File: config.mk
export PLATFORM = sky130hd
export DESIGN_NAME = row_accum768_flat
export DESIGN_NICKNAME = d
export VERILOG_FILES = /design/src/rtl/row_accum768_pkg.sv /design/src/rtl/row_accum768_if.sv /design/src/rtl/row_accum768_square_reg.sv /design/src/rtl/row_accum768.sv /design/src/flat_wrapper.sv
export SDC_FILE = /design/constraint.sdc
export NUM_CORES = 1
export LEC_CHECK = 0
export CAP_MARGIN = 20
export CORE_MARGIN = 2
export CORE_UTILIZATION = 46
export DETAILED_ROUTE_END_ITERATION = 7
export PLACE_DENSITY = 0.74
export SLEW_MARGIN = 20
export SYNTH_ARGS = -nofsm -noshare
export SYNTH_HDL_FRONTEND = slang
export SYNTH_HIERARCHICAL = 1
export SYNTH_SLANG_ARGS = --single-unit
File: constraint.sdc
create_clock -name clk_p -period 2.9 [get_ports clk_p]
set_clock_uncertainty 0.15 [all_clocks]
set_input_delay 0.58 -clock clk_p [delete_from_list [all_inputs] [get_ports clk_p]]
set_output_delay 0.58 -clock clk_p [all_outputs]
set_load 0.02 [all_outputs]
File: src/rtl/row_accum768_pkg.sv
// Shared widths, FSM encoding and result payload for the row reducer.
package row_accum_pkg;

    localparam int unsigned DATA_WIDTH = 8;
    localparam int unsigned ROW_LEN    = 768;
    localparam int unsigned SUM_WIDTH  = 18;
    localparam int unsigned SQ_WIDTH   = 30;
    localparam int unsigned CNT_WIDTH  = $clog2(ROW_LEN);
    localparam int unsigned PROD_WIDTH = 2 * DATA_WIDTH;

    typedef enum logic {
        IDLE  = 1'b0,
        ACCUM = 1'b1
    } state_t;

    typedef struct packed {
        logic signed [SUM_WIDTH-1:0] row_sum;
        logic signed [SQ_WIDTH-1:0]  sq_sum;
    } row_result_t;

endpackage

File: src/rtl/row_accum768_if.sv
// Element stream in, row statistics out.
interface row_accum768_if;
    import row_accum_pkg::*;

    logic signed [DATA_WIDTH-1:0] data_in;
    logic                         data_valid_n;
    logic signed [SUM_WIDTH-1:0]  row_sum;
    logic signed [SQ_WIDTH-1:0]   sq_sum;
    logic                         sum_valid_n;
    logic                         row_busy;

    modport master (
        output data_in, data_valid_n,
        input  row_sum, sq_sum, sum_valid_n, row_busy
    );

    modport slave (
        input  data_in, data_valid_n,
        output row_sum, sq_sum, sum_valid_n, row_busy
    );
endinterface

File: src/rtl/row_accum768_square_reg.sv
// Registered signed squarer; kept separate so it can map onto a DSP slice.
module square_reg
    import row_accum_pkg::*;
(
    input  logic                         clk_p,
    input  logic                         rst_n,
    input  logic                         en,
    input  logic signed [DATA_WIDTH-1:0] a,
    output logic        [PROD_WIDTH-1:0] p
);

    logic signed [PROD_WIDTH-1:0] prod_c;

    // Square is never negative, so the full product width is a plain magnitude.
    assign prod_c = a * a;

    // Capture the product alongside the sampled element.
    always_ff @(posedge clk_p or negedge rst_n) begin
        if (!rst_n) begin
            p <= '0;
        end else if (en) begin
            p <= prod_c;
        end
    end

endmodule

File: src/rtl/row_accum768.sv
// Streaming row reducer: per-row sum and sum of squares of INT8 activations.
module row_accum768
    import row_accum_pkg::*;
(
    input  logic           clk_p,
    input  logic           rst_n,
    row_accum768_if.slave  bus
);

    // Exact range check: a full row of the most negative value must fit.
    localparam longint unsigned SUM_MAG = 64'(ROW_LEN) << (DATA_WIDTH - 1);
    localparam longint unsigned SQ_MAG  = 64'(ROW_LEN) << (2 * DATA_WIDTH - 2);
    localparam longint unsigned SUM_LIM = 64'(1) << (SUM_WIDTH - 1);
    localparam longint unsigned SQ_LIM  = 64'(1) << (SQ_WIDTH - 1);

    if (ROW_LEN < 2 || SUM_MAG > SUM_LIM || SQ_MAG >= SQ_LIM) begin : g_param_check
        $error("row_accum768: parameter set cannot hold a full row without overflow");
    end

    logic                        sample_c;
    logic                        first_c;
    logic                        last_c;
    logic [CNT_WIDTH-1:0]        elem_cnt;
    logic signed [SUM_WIDTH-1:0] d1;
    logic                        v1;
    logic                        f1;
    logic                        l1;
    logic [PROD_WIDTH-1:0]       p1;
    logic signed [SQ_WIDTH-1:0]  p1_ext;
    logic signed [SUM_WIDTH-1:0] acc_sum;
    logic signed [SQ_WIDTH-1:0]  acc_sq;
    row_result_t                 fin;
    logic                        fin_v;
    state_t                      state;
    state_t                      state_nxt;

    assign sample_c = ~bus.data_valid_n;
    assign first_c  = (elem_cnt == '0);
    assign last_c   = (elem_cnt == CNT_WIDTH'(ROW_LEN - 1));
    assign p1_ext   = SQ_WIDTH'(p1);

    // Position of the next element within its row.
    always_ff @(posedge clk_p or negedge rst_n) begin
        if (!rst_n) begin
            elem_cnt <= '0;
        end else if (sample_c) begin
            elem_cnt <= last_c ? '0 : elem_cnt + CNT_WIDTH'(1);
        end
    end

    // Stage 1: sign-extended element plus first/last tags.
    always_ff @(posedge clk_p or negedge rst_n) begin
        if (!rst_n) begin
            d1 <= '0;
            v1 <= 1'b0;
            f1 <= 1'b0;
            l1 <= 1'b0;
        end else begin
            v1 <= sample_c;
            if (sample_c) begin
                d1 <= SUM_WIDTH'(bus.data_in);
                f1 <= first_c;
                l1 <= last_c;
            end
        end
    end

    square_reg u_square (
        .clk_p (clk_p),
        .rst_n (rst_n),
        .en    (sample_c),
        .a     (bus.data_in),
        .p     (p1)
    );

    // Stage 2: load on first element so back-to-back rows need no clear.
    always_ff @(posedge clk_p or negedge rst_n) begin
        if (!rst_n) begin
            acc_sum <= '0;
            acc_sq  <= '0;
            fin     <= '0;
            fin_v   <= 1'b0;
        end else begin
            fin_v <= v1 & l1;
            if (v1) begin
                acc_sum <= f1 ? d1     : acc_sum + d1;
                acc_sq  <= f1 ? p1_ext : acc_sq + p1_ext;
            end
            if (v1 && l1) begin
                fin.row_sum <= acc_sum + d1;
                fin.sq_sum  <= acc_sq + p1_ext;
            end
        end
    end

    // Final result retimed once more into the output register.
    always_ff @(posedge clk_p or negedge rst_n) begin
        if (!rst_n) begin
            bus.row_sum     <= '0;
            bus.sq_sum      <= '0;
            bus.sum_valid_n <= 1'b1;
        end else begin
            bus.sum_valid_n <= ~fin_v;
            if (fin_v) begin
                bus.row_sum <= fin.row_sum;
                bus.sq_sum  <= fin.sq_sum;
            end
        end
    end

    // A new first element wins over completion of the previous row.
    always_comb begin
        state_nxt = state;
        if (sample_c && first_c) begin
            state_nxt = ACCUM;
        end else if (v1 && l1) begin
            state_nxt = IDLE;
        end
    end

    // State register; row_busy is registered from next-state terms.
    always_ff @(posedge clk_p or negedge rst_n) begin
        if (!rst_n) begin
            state        <= IDLE;
            bus.row_busy <= 1'b0;
        end else begin
            state        <= state_nxt;
            bus.row_busy <= (state_nxt == ACCUM) | sample_c;
        end
    end

endmodule

File: src/flat_wrapper.sv
// flat-port wrapper written by rule: the top's interface ports become plain ports
module row_accum768_flat import row_accum_pkg::*;
  (clk_p, rst_n, bus_data_in, bus_data_valid_n, bus_row_sum, bus_sq_sum, bus_sum_valid_n, bus_row_busy);
  row_accum768_if bus_i ();
  input  logic clk_p;
  input  logic rst_n;
  input wire logic [$bits(bus_i.data_in)-1:0] bus_data_in;
  input wire logic [$bits(bus_i.data_valid_n)-1:0] bus_data_valid_n;
  output wire logic [$bits(bus_i.row_sum)-1:0] bus_row_sum;
  output wire logic [$bits(bus_i.sq_sum)-1:0] bus_sq_sum;
  output wire logic [$bits(bus_i.sum_valid_n)-1:0] bus_sum_valid_n;
  output wire logic [$bits(bus_i.row_busy)-1:0] bus_row_busy;
  assign bus_i.data_in = bus_data_in;
  assign bus_i.data_valid_n = bus_data_valid_n;
  assign bus_row_sum = bus_i.row_sum;
  assign bus_sq_sum = bus_i.sq_sum;
  assign bus_sum_valid_n = bus_i.sum_valid_n;
  assign bus_row_busy = bus_i.row_busy;
  row_accum768 u_core (.clk_p(clk_p), .rst_n(rst_n), .bus(bus_i));
endmodule
# ---- Word level (Yosys, flattened, before mapping)
# Index checks and enable logic that the tools add are counted.
dict set report totals {
  regBits 185
  romBits 0
  mem_bits_rw 0
  memories 0
  out_inout_bits 50
  latch_bits 0
}
dict set report op_classes {
  shifts 0
  div 0
  n_eq_ne 1
  bitwise 4
  add_sub_neg 3
  n_reduce_logical 3
  n_lt_le_gt_ge 0
  mul 1
  muxes 5
}
# cell n
set op_table {}
lappend op_table {{30-bit by 17-bit adder with 30-bit output} 1}
lappend op_table {{30-bit 2-to-1 mux} 1}
lappend op_table {{18-bit by 8-bit adder with 18-bit output} 1}
lappend op_table {{18-bit 2-to-1 mux} 1}
lappend op_table {{8-bit by 8-bit multiplier with 16-bit output} 1}
lappend op_table {{10-bit by 1-bit adder with 10-bit output (second input constant)} 1}
lappend op_table {{10-bit == test (second input constant)} 1}
lappend op_table {{10-bit zero test} 1}
lappend op_table {{10-bit 2-to-1 mux} 1}
lappend op_table {{1-bit logical AND} 2}
lappend op_table {{1-bit 2-to-1 mux} 2}
lappend op_table {{1-bit NOT} 2}
lappend op_table {{1-bit AND} 1}
lappend op_table {{1-bit OR} 1}

# ---- Logic depth before layout (Yosys ltp)
# Gate-level depths: netlist of the first run.
dict set report depth {
  ltp_word 4
  ltp_mapped 17
}

# ---- Cells and area by module
# The synthesis of the first run kept the hierarchy.
# module instances area_each_um2 cells_each
set modules_own_cells {}
lappend modules_own_cells {row_accum768 1 8623.3 860}
lappend modules_own_cells {square_reg 1 2737.6 301}

# ---- Least setup slack after synthesis of the first run
# Ideal clock, no wire load.
dict set report synth_path {
  path_type {input port to flip-flop}
  from {input port bus_data_in[7]}
  to {register u_core.u_square.p[14]}
  arrival_ps 4285
  setup_ps 131
  path_slack_ps -1666
  path_buffers 1
  required_ps 2619
  stages 17
  path_cell_list {buf_2 > inv_1 > nor2_1 > inv_1 > fa_1 > inv_1 > fa_1 > fa_1 > inv_1 > fa_1 > inv_1 > ha_1 > o21ai_0 > a21boi_0 > o21ai_0 > a311o_1 > nand3_1}
}
dict set report synth_between {
  elab_chain_cells 1
}
# element line
set synth_rtl {}
lappend synth_rtl {{start, declared} flat_wrapper.sv:7} ;# input wire logic [$bits(bus_i.data_in)-1:0] bus_data_in;
lappend synth_rtl {{8-bit by 8-bit multiplier with 16-bit output} row_accum768_square_reg.sv:15} ;# assign prod_c = a * a;
lappend synth_rtl {{end signal, assigned} row_accum768_square_reg.sv:22} ;# p <= prod_c;
lappend synth_rtl {{end, declared} row_accum768_square_reg.sv:9} ;# output logic [PROD_WIDTH-1:0] p
# No other way between the ends.
# A chain may end at the register's enable or synchronous reset.

# ---- Worst setup path after layout of the first run
dict set report layout_path {
  from {input port bus_data_in[6]}
  to {register u_core.u_square.p[12]}
}
# Same word-level chain as after synthesis.

==> impl_summary.log, run 1 <==
[metrics] DRC: 0
[metrics] PnR worst setup slack: -1.008 ns
[metrics] pin count of the biggest net entering global routing: 70
[metrics] CP endpoint kind: register
[metrics] Max Buffers Root-to-Sink: 2
[metrics] clock root buffer master: sky130_fd_sc_hd__clkbuf_16
[metrics] post-synth net total: 1279
[metrics] clock tree sinks: 184
[metrics] Core Region: 24250 sq um
[metrics] status: finished, violations left
[metrics] post-synth cell types: 69
[metrics] Worst Tran Pin Value: 0.6642 ns
[metrics] path category of the worst min-delay check: register to register
[metrics] proportion of layout cells with a drive suffix above 1: 27.05%
[metrics] post-synthesis average cell area: 9.785 sq um
[metrics] die footprint: 25970 sq um
[metrics] Ports: 61
[metrics] number of global-route vias before repair: 8933
[metrics] Power Dens Cells: 954.5 nW/um^2
[metrics] Area growth, synth to finish: 26.84%
[metrics] routability cong.: 0.8674
[metrics] share of the core filled with cells in the final layout: 59.43%
[metrics] max-slew violations: 0
[metrics] proportion of netlist area held by the largest area contributor: 40.31%
[metrics] initial antenna violation count: 0
[metrics] TritonCTS clock tree: built
[metrics] per-cell routed wire length: 15.64 um
[metrics] number of CTS-inserted buffers: 17
[metrics] vertical die dimension: 161.2 um
[metrics] Final Instance Area: 14410 sq um
[metrics] leading post-synthesis cells by cell area: sky130_fd_sc_hd__dfrtp_1 (40%), sky130_fd_sc_hd__fa_1 (7.9%), sky130_fd_sc_hd__ha_1 (6.8%), sky130_fd_sc_hd__mux2_2 (6.4%), sky130_fd_sc_hd__nand2_1 (5.2%)
[metrics] data required time of the critical path: 3.05 ns
[metrics] clock latency reported for the late side of the worst-skew pair: 0.44 ns
[metrics] Total Nets Final: 1437
[metrics] minimum clock period after layout: 3.908 ns
[metrics] effective utilization at floorplan: 46.85%
[metrics] total via count in the routed design: 8955
[metrics] max-slew headroom at the worst pin: 55.72%
[metrics] total congestion overflow: 0
[metrics] diode insertion count for antenna repair: 0
[metrics] Startpoint Class: input port
[metrics] maximum fanout encountered on the critical timing path: 5
[metrics] fraction of registers with async set/reset: 100.0%
[metrics] number of maximum-capacitance violations: 0
[metrics] count of standard-cell rows: 57
[metrics] cell area reported after detailed placement: 13300 sq um
[metrics] number of DRC markers in iteration 0: 739
[metrics] Max Clock Freq: 255.9 MHz
[metrics] Detailed Routing Iterations Pass 1: 5
[metrics] final antenna-violating net count: 0
[metrics] data arrival at the endpoint of the critical path: 4.06 ns
[metrics] setup repair after global routing missed its margin: yes
[metrics] worst setup path class: input port to register
[metrics] Synthesis Warnings: 6
[metrics] average via count per standard cell: 5.411
[metrics] number of setup violations in the final report: 11
[metrics] Total Neg Setup Slack: -9.301 ns
[metrics] minimum setup slack among reg-to-reg paths: 0.11 ns
[metrics] most common library cells after synthesis: sky130_fd_sc_hd__dfrtp_1 (183), sky130_fd_sc_hd__nand2_1 (157), sky130_fd_sc_hd__inv_1 (109)
[metrics] Post-synth EDFFs: 0
[metrics] Yosys top cell by area: sky130_fd_sc_hd__dfrtp_1
[metrics] final hold violation count: 0
[metrics] global-route wire length before repair: 42820 um
[metrics] synthesized instance count: 1161
[metrics] final worst-path cycle share: 134.7%
[metrics] register area share after synthesis: 40.54%
[metrics] Detail Placement HPWL: 18370 um
[metrics] Synth Cell Area: 11360 sq um
[metrics] worst ir drop on vdd: 0.6686 mV
[metrics] top flip-flop cell by instance count after synthesis: sky130_fd_sc_hd__dfrtp_1
[metrics] library cell with the highest instance count after synthesis: sky130_fd_sc_hd__dfrtp_1
[metrics] Die Span X: 161.2 um
[metrics] overall global routing resource usage: 20.25%
[metrics] count of H-tree levels built during CTS: 4
[metrics] Detailed Route WL: 25890 um
[metrics] Yosys reg bits: 184
[metrics] violations in the final reports: setup timing
[metrics] clock-pin slew reported for the worst setup and hold paths after clock tree synthesis: 0.06 ns
[metrics] port buffer count: 60
[metrics] leakage power total: 6.697 nW
[registers in the layout (all words and copies together), names as in the netlist, 8 cells and up]
register	flops
u_core/acc_sq	30
u_core/acc_sum	18
u_core/bus.row_sum	18
u_core/bus.sq_sum	30
u_core/d1	8
u_core/elem_cnt	10
u_core/fin	48
u_core/u_square/p	15
[power breakdown]
group          switching, mW  internal [mW]  total (mW)
Sequential             0.403           3.03        3.43
Combinational           4.34           3.83        8.17
Clock                  0.969           1.18        2.15
Total                   5.71           8.05        13.8
[worst paths after layout]
| path | startpoint | endpoint | cells after the start |
|---|---|---|---|
| setup / recovery | bus_data_in[6] | u_core/u_square/p[12]$_DFFE_PN0P_ | 17 |
| hold / removal | u_core/fin[41]$_DFFE_PN0P_ | u_core/fin[41]$_DFFE_PN0P_ | 2 |
| setup reg to reg | u_core/d1[0]$_DFFE_PN0N_ | u_core/acc_sum[16]$_DFFE_PN0P_ | 11 |
| hold reg to reg | u_core/fin[41]$_DFFE_PN0P_ | u_core/fin[41]$_DFFE_PN0P_ | 2 |
| max in group asynchronous | rst_n | u_core/bus.sum_valid_n$_DFF_PN1_ | 3 |
| min in group asynchronous | rst_n | u_core/fin[41]$_DFFE_PN0P_ | 2 |
[layer usage]
layer	routed length [um]	part of all wire [%]	global-route usage [%]
met3	1136	4.4	3.287
met4	438	1.7	6.128
met1	11690	45	27.55
met5	0	0	0
met2	12630	49	33.55
[cell type report]
type                    instances  area [sq um]
repair buffers                187          1665
clock buffers                  25         495.5
well taps                     324         405.4
inverters                     111         441.7
multi-input cells             818          6749
fillers                      1974          9838
clock inverters                 6         43.79
flip-flops and latches        184          4609
[critical path: stages]
cell and delay (ns):
sky130_fd_sc_hd__buf_12 0.10, sky130_fd_sc_hd__inv_8 0.04, sky130_fd_sc_hd__nor2_4 0.12, sky130_fd_sc_hd__buf_6 0.10
sky130_fd_sc_hd__inv_2 0.03, sky130_fd_sc_hd__fa_2 0.52, sky130_fd_sc_hd__fa_1 0.43, sky130_fd_sc_hd__fa_1 0.43
sky130_fd_sc_hd__fa_1 0.54, sky130_fd_sc_hd__inv_2 0.05, sky130_fd_sc_hd__ha_4 0.21, sky130_fd_sc_hd__buf_4 0.13
sky130_fd_sc_hd__buf_6 0.10, sky130_fd_sc_hd__buf_6 0.11, sky130_fd_sc_hd__a21boi_4 0.14, sky130_fd_sc_hd__o311ai_2 0.28
sky130_fd_sc_hd__o221ai_1 0.15
[cells by family after synthesis]
kind of cell,count (synthesis),synth area share [%]
xor+xnor,57,4.394
mux,76,7.412
fa+ha+maj,107,14.76
flops,184,40.54
compound gates,222,13.18
other cells,1,0.03301
buf+inv,160,5.407
simple gates,354,14.27
[through the flow]
step	power (mW)	hold slack (ns)	worst slack, ns	instances
after global placement	10.33	0.2932	-1.907	1602
after detailed placement	10.55	0.3084	-1.961	1602
after floorplan	8.515	0.1344	-1.327	1161
final	13.75	0.3193	-1.008	1655
after CTS	13.17	0.3274	-1.064	1650
after global routing	14.75	0.3462	-1.121	1655
[placed cells by master (no fill, tap or decap), types with 24 or more instances in the layout]
master,netlist,routed
sky130_fd_sc_hd__nand3_1,25,24
sky130_fd_sc_hd__inv_1,109,85
sky130_fd_sc_hd__buf_4,3,106
sky130_fd_sc_hd__xnor2_1,38,36
sky130_fd_sc_hd__ha_1,62,43
sky130_fd_sc_hd__fa_1,45,39
sky130_fd_sc_hd__nor2_1,80,71
sky130_fd_sc_hd__dfrtp_1,183,180
sky130_fd_sc_hd__o21ai_0,45,40
sky130_fd_sc_hd__a21oi_1,41,34
sky130_fd_sc_hd__nand2_1,157,149
sky130_fd_sc_hd__a31oi_1,27,27
sky130_fd_sc_hd__mux2_2,65,61
sky130_fd_sc_hd__clkdlybuf4s50_1,0,51
[timing repair]
action / in CTS / in global routing
pin swaps: 44 / 52
cloned: 1 / 0
buffers inserted: 15 / 7
hold buffers: 1 / 0
setup endpoints to repair: 24 / 39
resized for setup: 80 / 66
endpoints found under the hold margin: 28 / 0
Power figures use the tool's default switching activity.
==> inputs of run 2 (changes only) <==
PLACE_DENSITY = 0.7   (was 0.74)
RECOVER_POWER = 25   (was unset)
==> run 2 against run 1 <==
The flow finishes with violations (capacitance limit, slew limit, setup timing). Fmax rose by 0.38%. Via count shrank 3.8%. Hold slack got worse by 0.0013 ns. Sequential cell count stayed put. Highest routed layer unchanged.
==> impl_summary.log, run 2 (synthesis results as in run 1) <==
[metrics] number of setup violations in the final report: 11 (unchanged)
[metrics] Detail Placement HPWL: 18310 um (was 18370 um)
[metrics] global-route wire length before repair: 42290 um (was 42820 um)
[metrics] count of H-tree levels built during CTS: 4 (unchanged)
[metrics] WHS: 0.3180 ns (was 0.3193 ns)
[metrics] port buffer count: 60 (unchanged)
[metrics] clock latency reported for the late side of the worst-skew pair: 0.43 ns (was 0.44 ns)
[metrics] routability cong.: 0.8935 (was 0.8674)
[metrics] Worst Tran Pin Value: 1.822 ns (was 0.6642 ns)
[metrics] DRC: 0 (unchanged)
[metrics] critical path buffer and inverter count: 7 (was 8)
[metrics] number of cells traversed by the worst register-to-register path: 12 (was 11)
[metrics] CP endpoint kind: register (unchanged)
[metrics] die footprint: 25970 sq um (unchanged)
[metrics] post-cts hold buffer count: 0 (was 1)
[metrics] leakage power total: 6.650 nW (was 6.697 nW)
[metrics] Core Region: 24250 sq um (unchanged)
[metrics] violations in the final reports: capacitance limit, slew limit, setup timing (was setup timing)
[metrics] Total Neg Setup Slack: -8.695 ns (was -9.301 ns)
[metrics] cell at the slowest stage of the critical path: sky130_fd_sc_hd__fa_1 (unchanged)
[metrics] maximum fanout encountered on the critical timing path: 5 (unchanged)
[metrics] minimum setup slack among reg-to-reg paths: 0.08 ns (was 0.11 ns)
[metrics] TritonCTS clock tree: built (unchanged)
[metrics] data required time of the critical path: 3.09 ns (was 3.05 ns)
[metrics] CP max stage delay: 0.57 ns (was 0.54 ns)
[metrics] Power Dens Cells: 939.3 nW/um^2 (was 954.5 nW/um^2)
[metrics] PnR worst setup slack: -0.9927 ns (was -1.008 ns)
[metrics] clock-pin slew reported for the worst setup and hold paths after clock tree synthesis: 0.07 ns (was 0.06 ns)
[metrics] worst ir drop on vdd: 0.5547 mV (was 0.6686 mV)
[metrics] final antenna-violating net count: 0 (unchanged)
[metrics] data arrival at the endpoint of the critical path: 4.08 ns (was 4.06 ns)
[metrics] critical path's top delay family: adder cells (unchanged)
[metrics] most used cell, CP: sky130_fd_sc_hd__inv_2
[metrics] initial antenna violation count: 0 (unchanged)
[metrics] Total Nets Final: 1426 (was 1437)
[metrics] Post-Place Worst Slack: -1.960 ns (was -1.961 ns)
[metrics] R2R Path Start: u_core/u_square/p[0]$_DFFE_PN0P_ (was u_core/d1[0]$_DFFE_PN0N_)
[metrics] number of maximum-capacitance violations: 1 (was 0)
[metrics] Reg area: 4609 sq um (unchanged)
[metrics] Startpoint Class: input port (unchanged)
[metrics] status: finished, violations left (unchanged)
[metrics] total via count in the routed design: 8613 (was 8955)
[metrics] count of standard-cell rows: 57 (unchanged)
[metrics] Detailed Route WL: 24630 um (was 25890 um)
[metrics] Detailed Routing Iterations Pass 1: 5 (unchanged)
[metrics] endpoint of the worst register-to-register path: u_core/acc_sq[24]$_DFFE_PN0P_ (was u_core/acc_sum[16]$_DFFE_PN0P_)
[metrics] number of global-route vias before repair: 8678 (was 8933)
[metrics] worst hold path startpoint: u_core/fin[37]$_DFFE_PN0P_ (was u_core/fin[41]$_DFFE_PN0P_)
[metrics] final worst-path cycle share: 134.2% (was 134.7%)
[metrics] Final Instance Area: 14210 sq um (was 14410 sq um)
[metrics] most common cell after layout, fill and taps aside: sky130_fd_sc_hd__dfrtp_1 (unchanged)
[metrics] effective utilization at floorplan: 46.85% (unchanged)
[metrics] registers with the most flip-flops: u_core/fin (48), u_core/acc_sq (30), u_core/bus.sq_sum (30) (unchanged)
[metrics] number of DRC markers in iteration 0: 512 (was 739)
[metrics] diode insertion count for antenna repair: 0 (unchanged)
[metrics] cells traversed along the worst timing path: buf_12 -> inv_8 -> nor2_4 -> buf_6 -> inv_2 -> fa_2 -> inv_2 -> fa_1 -> fa_1 -> inv_2 -> fa_1 -> inv_2 -> ha_4 -> o211ai_1 -> o21ai_2 -> o211ai_2 -> nor3b_2 -> o31ai_1 (was buf_12 -> inv_8 -> nor2_4 -> buf_6 -> inv_2 -> fa_2 -> fa_1 -> fa_1 -> fa_1 -> inv_2 -> ha_4 -> buf_4 -> buf_6 -> buf_6 -> a21boi_4 -> o311ai_2 -> o221ai_1)
[metrics] max-slew headroom at the worst pin: -21.45% (was 55.72%)
[metrics] max reg flops: 48 (unchanged)
[metrics] proportion of layout cells with a drive suffix above 1: 25.36% (was 27.05%)
[metrics] clock root buffer master: sky130_fd_sc_hd__clkbuf_16 (unchanged)
[metrics] minimum clock period after layout: 3.893 ns (was 3.908 ns)
[metrics] max-slew violations: 74 (was 0)
[metrics] vertical die dimension: 161.2 um (unchanged)
[metrics] commonest cells after routing, fill and taps aside: sky130_fd_sc_hd__dfrtp_1 (180), sky130_fd_sc_hd__nand2_1 (150), sky130_fd_sc_hd__buf_4 (97), sky130_fd_sc_hd__inv_1 (88), sky130_fd_sc_hd__nor2_1 (74) (was sky130_fd_sc_hd__dfrtp_1 (180), sky130_fd_sc_hd__nand2_1 (149), sky130_fd_sc_hd__buf_4 (106), sky130_fd_sc_hd__inv_1 (85), sky130_fd_sc_hd__nor2_1 (71))
[metrics] Most flops, register: u_core/fin (unchanged)
[metrics] setup repair after global routing missed its margin: yes (unchanged)
[metrics] number of cells on the worst hold path: 2 (unchanged)
[metrics] combined area of the multi-input logic cells: 6615 sq um (was 6749 sq um)
[metrics] Die Span X: 161.2 um (unchanged)
[metrics] per-cell routed wire length: 14.97 um (was 15.64 um)
[metrics] overall global routing resource usage: 19.89% (was 20.25%)
[metrics] average via count per standard cell: 5.236 (was 5.411)
[metrics] number of CTS-inserted buffers: 17 (unchanged)
[metrics] hold path endpoint: u_core/fin[37]$_DFFE_PN0P_ (was u_core/fin[41]$_DFFE_PN0P_)
[metrics] total congestion overflow: 0 (unchanged)
[metrics] pin count of the biggest net entering global routing: 74 (was 70)
[metrics] Area growth, synth to finish: 25.09% (was 26.84%)
[metrics] FILL cells: 2063 (was 1974)
[metrics] path category of the worst min-delay check: register to register (unchanged)
[metrics] worst setup path class: input port to register (unchanged)
[metrics] Ports: 61 (unchanged)
[metrics] logic depth of the worst path, buffers included: 18 (was 17)
[metrics] Max Clock Freq: 256.9 MHz (was 255.9 MHz)
[metrics] Max Buffers Root-to-Sink: 2 (unchanged)
[metrics] cell area reported after detailed placement: 13290 sq um (was 13300 sq um)
[metrics] clock tree sinks: 184 (unchanged)
[metrics] final hold violation count: 0 (unchanged)
[run 2: cell count changes in the layout (fill, tap and decap cells not counted), moves of 3 or more]
cell	delta
sky130_fd_sc_hd__buf_4	-9
sky130_fd_sc_hd__clkbuf_8	-4
sky130_fd_sc_hd__nor2_2	-4
sky130_fd_sc_hd__ha_1	+3
sky130_fd_sc_hd__inv_1	+3
sky130_fd_sc_hd__inv_2	-3
sky130_fd_sc_hd__inv_6	+3
sky130_fd_sc_hd__nor2_1	+3
sky130_fd_sc_hd__o21ai_1	+3
sky130_fd_sc_hd__o21ai_4	-3
[run 2: timing repair]
action,CTS,global route
gates resized for setup,63,53
setup buffers,9,6
pin swaps,32,27
gates cloned,0,0
endpoints found under the hold margin,0,0
endpoints found under the setup margin,22,34
[run 2: worst max path at each step]
| stage | startpoint | end | slack [ns] |
|---|---|---|---|
| after floorplan | bus_data_in[6] | u_core/u_square/p[11]$_DFFE_PN0P_ | -1.33 |
| after global placement | bus_data_in[7] | u_core/u_square/p[13]$_DFFE_PN0P_ | -1.90 |
| after detailed placement | bus_data_in[7] | u_core/u_square/p[11]$_DFFE_PN0P_ | -1.96 |
| after CTS | bus_data_in[6] | u_core/u_square/p[11]$_DFFE_PN0P_ | -1.07 |
| after global routing | bus_data_in[3] | u_core/u_square/p[13]$_DFFE_PN0P_ | -1.18 |
| final | bus_data_in[6] | u_core/u_square/p[13]$_DFFE_PN0P_ | -0.99 |
[run 2: layout make-up]
type / instances / share of cell area [%]
clock buffer: 19 / 3.117
clock inverter: 13 / 1.021
inverter: 111 / 3.073
multi-input combinational: 817 / 46.55
sequential: 184 / 32.44
tap: 324 / 2.853
timing repair buffer: 177 / 10.95
[run 2: per-layer routing]
| metal | vias to the layer above | global-route usage (%) | part of all wire (%) |
|---|---|---|---|
| met5 | - | 0 | 0 |
| met3 | 24 | 2.773 | 3.2 |
| met2 | 140 | 32.36 | 48 |
| met1 | 4194 | 27.97 | 48 |
| li1 | 4255 | - | - |
| met4 | 0 | 5.682 | 1.4 |
[run 2: tightest hold or removal path: stages, from the launching register on]
cell	delay (ns)
sky130_fd_sc_hd__dfrtp_1	0.34
sky130_fd_sc_hd__nand2_1	0.05
sky130_fd_sc_hd__nand2_1	0.05
[run 2: report_power, final]
part | total [mW] | internal, mW | switching (mW)
Sequential | 3.43 | 3.03 | 0.400
Clock | 2.31 | 1.30 | 1.00
Combinational | 7.62 | 3.63 | 3.99
Total | 13.3 | 7.95 | 5.39
[run 2: through the flow]
step                      power (mW)  instances  util (%)
after floorplan                8.515       1161         -
after global placement         10.39       1600     54.79
after global routing           14.42       1645     58.61
after CTS                      13.11       1641     57.80
after detailed placement       10.58       1600     54.79
final                          13.35       1645     58.61
